===== src/rtl/interrupt_controller_pkg.sv =====
// Shared definitions for the timer/external interrupt controller: FSM states,
// vector base addresses and source index constants.
package interrupt_controller_pkg;

    typedef enum logic [1:0] {
        IDLE    = 2'd0,
        PUSH_LO = 2'd1,
        PUSH_HI = 2'd2,
        VECTOR  = 2'd3
    } intc_state_e;

    localparam int VEC_BASE_EXT   = 'h002;
    localparam int VEC_BASE_TIMER = 'h008;

    // Timer sources follow the tifr bit order; TOV0 is lowest priority.
    localparam int SRC_TOV0 = 0;
    localparam int SRC_OCF2 = 7;
    localparam int SRC_INT0 = 0;
    localparam int SRC_INT2 = 2;

    function automatic int vecAddr(input logic isExt, input int idx, input int stride);
        return isExt ? (VEC_BASE_EXT + stride * idx)
                     : (VEC_BASE_TIMER + stride * (SRC_OCF2 - idx));
    endfunction

endpackage


===== src/rtl/intc_priority_encoder.sv =====
// Combinational priority encoder: picks the winning pending source and its vector.
// External sources (INT0 highest) always beat timer sources (OCF2 highest).
module intc_priority_encoder
    import interrupt_controller_pkg::*;
#(
    parameter int PC_W       = 14,
    parameter int VEC_STRIDE = 2
) (
    input  logic [7:0]      timer_pend_i,
    input  logic [2:0]      ext_pend_i,
    output logic            valid_o,
    output logic            is_ext_o,
    output logic [2:0]      index_o,
    output logic [PC_W-1:0] vector_o
);

    // Later loop iterations override earlier ones, so scan order sets priority.
    always_comb begin
        valid_o  = 1'b0;
        is_ext_o = 1'b0;
        index_o  = '0;
        vector_o = '0;
        for (int i = SRC_TOV0; i <= SRC_OCF2; i++) begin
            if (timer_pend_i[i]) begin
                valid_o  = 1'b1;
                index_o  = 3'(i);
                vector_o = PC_W'(vecAddr(1'b0, i, VEC_STRIDE));
            end
        end
        for (int i = SRC_INT2; i >= SRC_INT0; i--) begin
            if (ext_pend_i[i]) begin
                valid_o  = 1'b1;
                is_ext_o = 1'b1;
                index_o  = 3'(i);
                vector_o = PC_W'(vecAddr(1'b1, i, VEC_STRIDE));
            end
        end
    end

endmodule


===== src/rtl/interrupt_controller.sv =====
// Interrupt controller: on an instruction boundary pushes the return PC and vectors.
// Define INTCTRL_EXT_INT_EN to add the INT0..INT2 edge-triggered external sources.
module interrupt_controller
    import interrupt_controller_pkg::*;
#(
    parameter int PC_W       = 14,
    parameter int VEC_STRIDE = 2
) (
    input  logic            clk,
    input  logic            reset_n,
    input  logic [7:0]      tifr,
    input  logic [7:0]      timsk,
    input  logic            sreg_i,
    input  logic            instr_done,
    input  logic            reti,
    input  logic [PC_W-1:0] pc,
    input  logic [2:0]      ext_int,
    input  logic [2:0]      gicr_mask,
    output logic            push_req,
    output logic [7:0]      push_data,
    input  logic            push_ack,
    output logic            hold,
    output logic            pc_overwrite,
    output logic [PC_W-1:0] pc_new,
    output logic [7:0]      flag_clr,
    output logic            sreg_i_clr,
    output logic            sreg_i_set
);

    intc_state_e     state_q, state_d;
    logic [2:0]      idx_q, idx_d;
    logic            ext_q, ext_d;
    logic [PC_W-1:0] vec_q, vec_d;
    logic [PC_W-1:0] pc_q, pc_d;
    logic            reti_q;

    logic [2:0]      ext_pend;
    logic            enc_valid;
    logic            enc_is_ext;
    logic [2:0]      enc_index;
    logic [PC_W-1:0] enc_vector;
    logic            request;

`ifdef INTCTRL_EXT_INT_EN
    logic [2:0] ext_prev_q;
    logic [2:0] ext_flag_q, ext_flag_d;

    // A fresh edge wins over a same-cycle clear so no edge is ever lost.
    always_comb begin
        ext_flag_d = ext_flag_q;
        if (state_q == VECTOR && ext_q) begin
            ext_flag_d = ext_flag_d & ~(3'b001 << idx_q);
        end
        ext_flag_d = ext_flag_d | (ext_int & ~ext_prev_q);
    end

    always_ff @(posedge clk or negedge reset_n) begin
        if (!reset_n) begin
            ext_prev_q <= '0;
            ext_flag_q <= '0;
        end else begin
            ext_prev_q <= ext_int;
            ext_flag_q <= ext_flag_d;
        end
    end

    assign ext_pend = ext_flag_q & gicr_mask;
`else
    logic unused_ext;
    assign unused_ext = ^{ext_int, gicr_mask};
    assign ext_pend   = '0;
`endif

    intc_priority_encoder #(
        .PC_W       (PC_W),
        .VEC_STRIDE (VEC_STRIDE)
    ) u_prio (
        .timer_pend_i (tifr & timsk),
        .ext_pend_i   (ext_pend),
        .valid_o      (enc_valid),
        .is_ext_o     (enc_is_ext),
        .index_o      (enc_index),
        .vector_o     (enc_vector)
    );

    assign request    = enc_valid & sreg_i;
    assign sreg_i_set = reti_q;

    always_ff @(posedge clk or negedge reset_n) begin
        if (!reset_n) begin
            state_q <= IDLE;
            idx_q   <= '0;
            ext_q   <= 1'b0;
            vec_q   <= '0;
            pc_q    <= '0;
            reti_q  <= 1'b0;
        end else begin
            state_q <= state_d;
            idx_q   <= idx_d;
            ext_q   <= ext_d;
            vec_q   <= vec_d;
            pc_q    <= pc_d;
            reti_q  <= (state_q == IDLE) && reti;
        end
    end

    // Winner and return address are frozen at capture; later flag changes wait.
    always_comb begin
        state_d      = state_q;
        idx_d        = idx_q;
        ext_d        = ext_q;
        vec_d        = vec_q;
        pc_d         = pc_q;
        push_req     = 1'b0;
        push_data    = '0;
        hold         = 1'b0;
        pc_overwrite = 1'b0;
        pc_new       = '0;
        flag_clr     = '0;
        sreg_i_clr   = 1'b0;
        case (state_q)
            IDLE: begin
                if (instr_done && request && !reti) begin
                    state_d = PUSH_LO;
                    idx_d   = enc_index;
                    ext_d   = enc_is_ext;
                    vec_d   = enc_vector;
                    pc_d    = pc;
                end
            end
            PUSH_LO: begin
                hold      = 1'b1;
                push_req  = 1'b1;
                push_data = pc_q[7:0];
                if (push_ack) state_d = PUSH_HI;
            end
            PUSH_HI: begin
                hold      = 1'b1;
                push_req  = 1'b1;
                push_data = 8'(pc_q >> 8);
                if (push_ack) state_d = VECTOR;
            end
            VECTOR: begin
                hold         = 1'b1;
                pc_overwrite = 1'b1;
                pc_new       = vec_q;
                flag_clr     = ext_q ? 8'h00 : (8'h01 << idx_q);
                sreg_i_clr   = 1'b1;
                state_d      = IDLE;
            end
            default: state_d = IDLE;
        endcase
    end

endmodule

===== config.mk =====
export PLATFORM = sky130hd
export DESIGN_NAME = interrupt_controller
export DESIGN_NICKNAME = d
export VERILOG_FILES = /design/src/rtl/interrupt_controller_pkg.sv /design/src/rtl/intc_priority_encoder.sv /design/src/rtl/interrupt_controller.sv
export SDC_FILE = /design/constraint.sdc
export NUM_CORES = 1
export LEC_CHECK = 0
export CAP_MARGIN = 20
export CORE_MARGIN = 5
export CORE_UTILIZATION = 41
export CTS_CLUSTER_SIZE = 25
export DETAILED_ROUTE_END_ITERATION = 16
export GPL_TIMING_DRIVEN = 0
export PLACE_DENSITY = 0.82
export SLEW_MARGIN = 20
export SYNTH_ARGS = -nofsm -noshare
export SYNTH_HDL_FRONTEND = slang
export SYNTH_HIERARCHICAL = 1
export SYNTH_SLANG_ARGS = --single-unit

===== constraint.sdc =====
create_clock -name clk -period 1.42 [get_ports clk]
set_input_delay 0.284 -clock clk [delete_from_list [all_inputs] [get_ports clk]]
set_output_delay 0.284 -clock clk [all_outputs]
set_load 0.1 [all_outputs]

After elaboration in Yosys (flattened, before gate mapping)
Index checks and enable logic that the tools add are counted.
{"block": "op_classes", "bitwise": 2, "n_eq_ne": 6, "shifts": 1, "reduce_logical": 9, "n_mux": 33}
{"cell": "$mux 5", "count": 8}
{"cell": "$pmux 8 s2", "count": 1}
{"cell": "$mux 14", "count": 1}
{"cell": "$mux 1", "count": 12}
{"cell": "$mux 3", "count": 4}
{"cell": "$mux 2", "count": 5}
{"cell": "$and 8x8->8", "count": 1}
{"cell": "$mux 8", "count": 1}
{"cell": "$pmux 2 s4", "count": 1}
{"cell": "$shl 1x3->8 const A", "count": 1}
{"cell": "$eq 2x2->1 const B", "count": 2}
{"cell": "$ne 2x2->1 const B", "count": 2}
{"cell": "$logic_and 1x1->1", "count": 3}
{"cell": "$reduce_and 3->1", "count": 1}
{"cell": "$reduce_or 3->1", "count": 1}
{"cell": "$eq 2x1->1 const B", "count": 1}
{"cell": "$logic_not 2->1", "count": 1}
{"cell": "$ne 2x1->1 const B", "count": 1}
{"cell": "$reduce_and 2->1", "count": 1}
{"cell": "$reduce_or 2->1", "count": 1}
{"cell": "$and 1x1->1", "count": 1}
{"cell": "$logic_not 1->1", "count": 1}
{"block": "word_totals", "register_bits": 34, "output_inout_bits": 35, "word_cells": 56, "input_bits": 42}

Logic depth before layout (Yosys ltp)
{"block": "logic_depth", "depth_word": 14, "mapped_depth": 7, "mapped_depth_nobuf": 6}

Hierarchy
The synthesis kept the hierarchy.
{"mod": "interrupt_controller", "instances": 1, "area_each_um2": 1866.8, "cells_each": 140, "seq_area_each_um2": 875.8}
{"mod": "intc_priority_encoder", "instances": 1, "area_each_um2": 260.2, "cells_each": 42, "seq_area_each_um2": 0.0}

Worst setup path before layout
No wires, ideal clock.
{"block": "synth_timing", "kind": "register to output", "startpoint": "register state_q[0]", "endpoint": "output port flag_clr[4]", "arrival_ns": 4.391, "required_time_ns": 1.136, "path_stages_with_launch": 4, "setup_slack_ns": -3.255, "n_path_buf": 0, "cell_sequence": "dfrtp_1 -> ha_1 -> nand2_1 -> nor4_1"}
{"block": "synth_between", "elab_chain_len": 2}
{"item": "start: declaration", "line": "interrupt_controller.sv:30", "text": "intc_state_e state_q, state_d;"}
{"item": "start signal: assignment", "line": "interrupt_controller.sv:98", "text": "state_q <= state_d;"}
{"item": "$eq 2x2->1", "line": "interrupt_controller.sv:121", "text": "case (state_q)"}
{"item": "$mux 8", "line": "interrupt_controller.sv:121"}
{"item": "end: declaration", "line": "interrupt_controller.sv:25", "text": "output logic [7:0] flag_clr,"}
Every way passes these cells.

Worst setup path in the final report
{"block": "layout_timing", "startpoint": "register state_q[0]", "endpoint": "output port push_data[2]"}
{"block": "layout_between", "elab_chain_len": 2, "elab_cells_between_ends": 3, "classes_between": "eq/ne (2); mux (1)"}
{"item": "$eq 2x2->1 or $eq 2x1->1 (tied branches)", "line": "interrupt_controller.sv:121"}
{"item": "$pmux 8 s2 (*)", "line": "interrupt_controller.sv:121"}
{"item": "end: declaration", "line": "interrupt_controller.sv:20", "text": "output logic [7:0] push_data,"}
Mark *: on every way between the ends. The rest lies on a longest branch, timed or not.

==> PnR_summary.wiki <==
{| class="wikitable"
! Metric !! Value
|-
| CTS Sinks || 35
|-
| Accumulated negative setup slack || -26.09 ns
|-
| Non-filler instance count after layout || 404
|-
| Number of antenna violations at the first check in global routing || 0
|-
| Min-Delay Path Class || primary input to async pin
|-
| Final antenna-violating net count || 0
|-
| TritonCTS Buffers || 5
|-
| Buffers from clock root to sink, at most || 2
|-
| Critical register-to-register path startpoint || state_q[0]
|-
| Dominant cell by count in the synthesized netlist || sky130_fd_sc_hd__dfrtp_1
|-
| Netlist area before placement || 2130 sq um
|-
| Pin count of the biggest net entering global routing || 25
|-
| Area added between synthesis and finish || 102%
|-
| Status || complete, but fails checks
|-
| Worst r2r dst || pc_q[11]
|-
| Number of design rule violations left after detail routing || 0
|-
| Unique cell type count in the Yosys netlist || 34
|-
| Detail-routed net length per standard cell || 18.3 um
|-
| Number of cells on the worst reg-to-reg path || 9
|-
| Maximum clock skew at final layout || 0.0117 ns
|-
| RSZ-0062 raised after global routing || yes
|-
| Share of total power in combinational logic || 0.722
|-
| Count of standard-cell rows || 26
|-
| Launching element type of the critical path || register
|-
| Antenna diodes || 0
|-
| PortBufs || 70
|-
| Part of the Yosys area used for sequential elements || 0.412
|-
| Cell types with the highest counts after synthesis || sky130_fd_sc_hd__dfrtp_1 (35), sky130_fd_sc_hd__mux2_4 (30), sky130_fd_sc_hd__and2_1 (22)
|-
| Worst-skew pair later-pin latency || 0.30 ns
|-
| Top cell type by total area after synthesis || sky130_fd_sc_hd__dfrtp_1
|-
| 1st-pass router iterations || 4
|-
| Final instance area || 4290 sq um
|-
| Upper clock frequency limit || 506 MHz
|-
| Sw frac || 0.456
|-
| Crit end category || primary output
|-
| Vias in the first global route || 2131
|-
| Overflow left after global routing || 0
|-
| Main area contributors after synthesis || sky130_fd_sc_hd__dfrtp_1 (41%), sky130_fd_sc_hd__mux2_4 (21%), sky130_fd_sc_hd__and2_1 (6.5%)
|-
| Max-cap violation count || 0
|-
| Horizontal extent of the die || 82.0 um
|-
| Number of nets in the final layout || 379
|-
| Crit path arrival time || 1.69 ns
|-
| Full die area || 6730 sq um
|-
| Share of Yosys cell area claimed by the top area cell type || 0.412
|-
| Violations in the final reports || negative setup slack
|-
| Clock slew at the register clock pins of the worst setup and hold paths || 0.08 ns
|-
| Height of the die || 82.0 um
|-
| Static leakage || 2.04 nW
|-
| Placed cell area || 3240 sq um
|-
| Number of vias per cell after detailed routing || 4.79
|-
| # IOs || 77
|-
| Count of H-tree levels built during CTS || 2
|-
| Half-perimeter wire length of the detailed placement result || 3910 um
|-
| Mean Syn Cell Area || 11.7 sq um
|-
| Syn Inst Count || 182
|-
| Proportion of synthesized flip-flops having asynchronous set or reset || 1.00
|-
| Count of yosys warnings during synthesis || 6
|-
| Post-placement cell count || 350
|-
| DRT Wirelength || 7390 um
|-
| Internal Pwr Total || 5.38 mW
|-
| Reg2reg setup slack || -0.36 ns
|-
| Fraction of layout instances using a drive strength above 1 || 0.662
|-
| Maximum fanout encountered on the critical timing path || 5
|-
| Clk network pwr share || 0.081
|-
| Power per Cell Area || 2310 nW/um^2
|-
| Slew Limit Fails || 0
|-
| TritonCTS clock tree || built
|-
| Hold Violations, Final || 0
|-
| Number of storage elements in the synthesis netlist || 35
|-
| Maximum VDD drop || 2.02 mV
|-
| Period minus WS final || 1.98 ns
|-
| Psw || 4.50 mW
|-
| Type of the worst setup path || register to primary output
|-
| Wire length of the first global-routing pass || 11300 um
|-
| Share of power burned in registers || 0.197
|-
| Post-synth EDFFs || 0
|-
| Most used flip-flop cell after synthesis || sky130_fd_sc_hd__dfrtp_1
|-
| Final core utilization || 0.845
|-
| Final cycle utilization of the critical path || 1.39
|-
| Routability congestion estimate from global placement || 0.810
|-
| GRT Total Usage || 0.235
|-
| Critical path data required time || 1.14 ns
|-
| Detailed-route via count || 1934
|-
| Number of DRC markers after the initial detailed-route iteration || 94
|-
| Floorplan Core Area || 5070 sq um
|-
| Initial core utilization || 0.419
|-
| Setup ws final || -0.557 ns
|-
| Post-Place Worst Slack || -1.41 ns
|-
| Total setup violations reported at the end of the flow || 68
|-
| Cell chosen for the clock root || sky130_fd_sc_hd__clkbuf_8
|}
[final cells by class]
type / instances / area [sq um]
plain buffers: 16 / 168
clock buffers: 8 / 100
fillers: 248 / 787
inverters: 6 / 31.3
multi-input cells: 150 / 1490
flip-flops and latches: 35 / 882
well taps: 70 / 87.6
repair buffers: 119 / 1530
[cells by family (layout without fill, tap and decap cells)]
family / after synthesis / count (layout) / share of synthesized area
AND/OR/NAND/NOR: 69 / 69 / 0.189
flip-flops: 35 / 35 / 0.412
multiplexers: 33 / 33 / 0.228
buffers and inverters: 24 / 149 / 0.0871
AO/OA/AOI/OAI: 15 / 15 / 0.0576
adder cells (fa/ha/maj): 4 / 4 / 0.0235
other: 2 / 29 / 0.00353
[flip-flops by register name (all words and copies together), names as in the netlist]
name,count
pc_q,14
vec_q,14
idx_q,3
state_q,2
ext_q,1
sreg_i_set,1
[worst max path at each step]
stage | end | start
floorplan | flag_clr[0] | state_q[1]
global placement | push_data[3] | state_q[0]
detailed placement | push_data[5] | state_q[0]
CTS | push_data[5] | state_q[0]
global route | flag_clr[0] | state_q[0]
finish | push_data[2] | state_q[0]
[power by group through the flow]
stage          Combinational, mW  Sequential, mW  Clock (mW)
4_1_cts                     6.71            1.92       0.806
6_report                    7.14            1.95       0.798
3_3_place_gp                4.81            1.83           0
2_1_floorplan               4.00            1.81           0
5_1_grt                     7.39            2.00       0.846
3_5_place_dp                4.88            1.87           0
[layer usage]
metal  vias up  GRT usage  routed length, um
li1        900          -                  -
met1       958      0.240               2790
met2        60      0.455               4180
met3        16     0.0417                247
met4         0      0.110                172
met5         -          0                  0
[per-stage QoR]
stage / power, mW / hold slack [ns]
after global placement: 6.64 / 0.485
after CTS: 9.44 / 0.407
after detailed placement: 6.75 / 0.196
after global routing: 10.2 / 0.454
final: 9.88 / 0.417
after floorplan: 5.81 / -0.0116
[critical path, stage by stage (launching register included)]
cell and delay, ns:
sky130_fd_sc_hd__dfrtp_2 0.43, sky130_fd_sc_hd__buf_6 0.13, sky130_fd_sc_hd__inv_6 0.04, sky130_fd_sc_hd__ha_4 0.31, sky130_fd_sc_hd__buf_6 0.13, sky130_fd_sc_hd__nor2b_4 0.18
sky130_fd_sc_hd__buf_12 0.18
[cells in the final DEF, fill, tap and decap left out, drive strengths merged, types with 3 or more instances in the layout]
| master | Yosys | final |
|---|---|---|
| buf | 16 | 111 |
| conb | 2 | 29 |
| nor4 | 6 | 6 |
| nor2b | 9 | 9 |
| a22oi | 6 | 6 |
| ha | 4 | 4 |
| clkdlybuf4s50 | 0 | 18 |
| nor2 | 15 | 15 |
| nand2 | 5 | 5 |
| and3 | 3 | 3 |
| dfrtp | 35 | 35 |
| and2 | 23 | 23 |
| clkbuf | 2 | 13 |
| inv | 6 | 5 |
| mux2 | 33 | 33 |
[timing repair]
item                                    in CTS  in global routing
endpoints found under the setup margin      69                 68
gates cloned                                 5                  0
buffers inserted                            37                 10
hold buffers                                 1                  0
pin swaps                                   21                 15
resized for setup                          414                 19
endpoints found under the hold margin       11                  0
No activity file was read; power rests on OpenSTA's default activity.
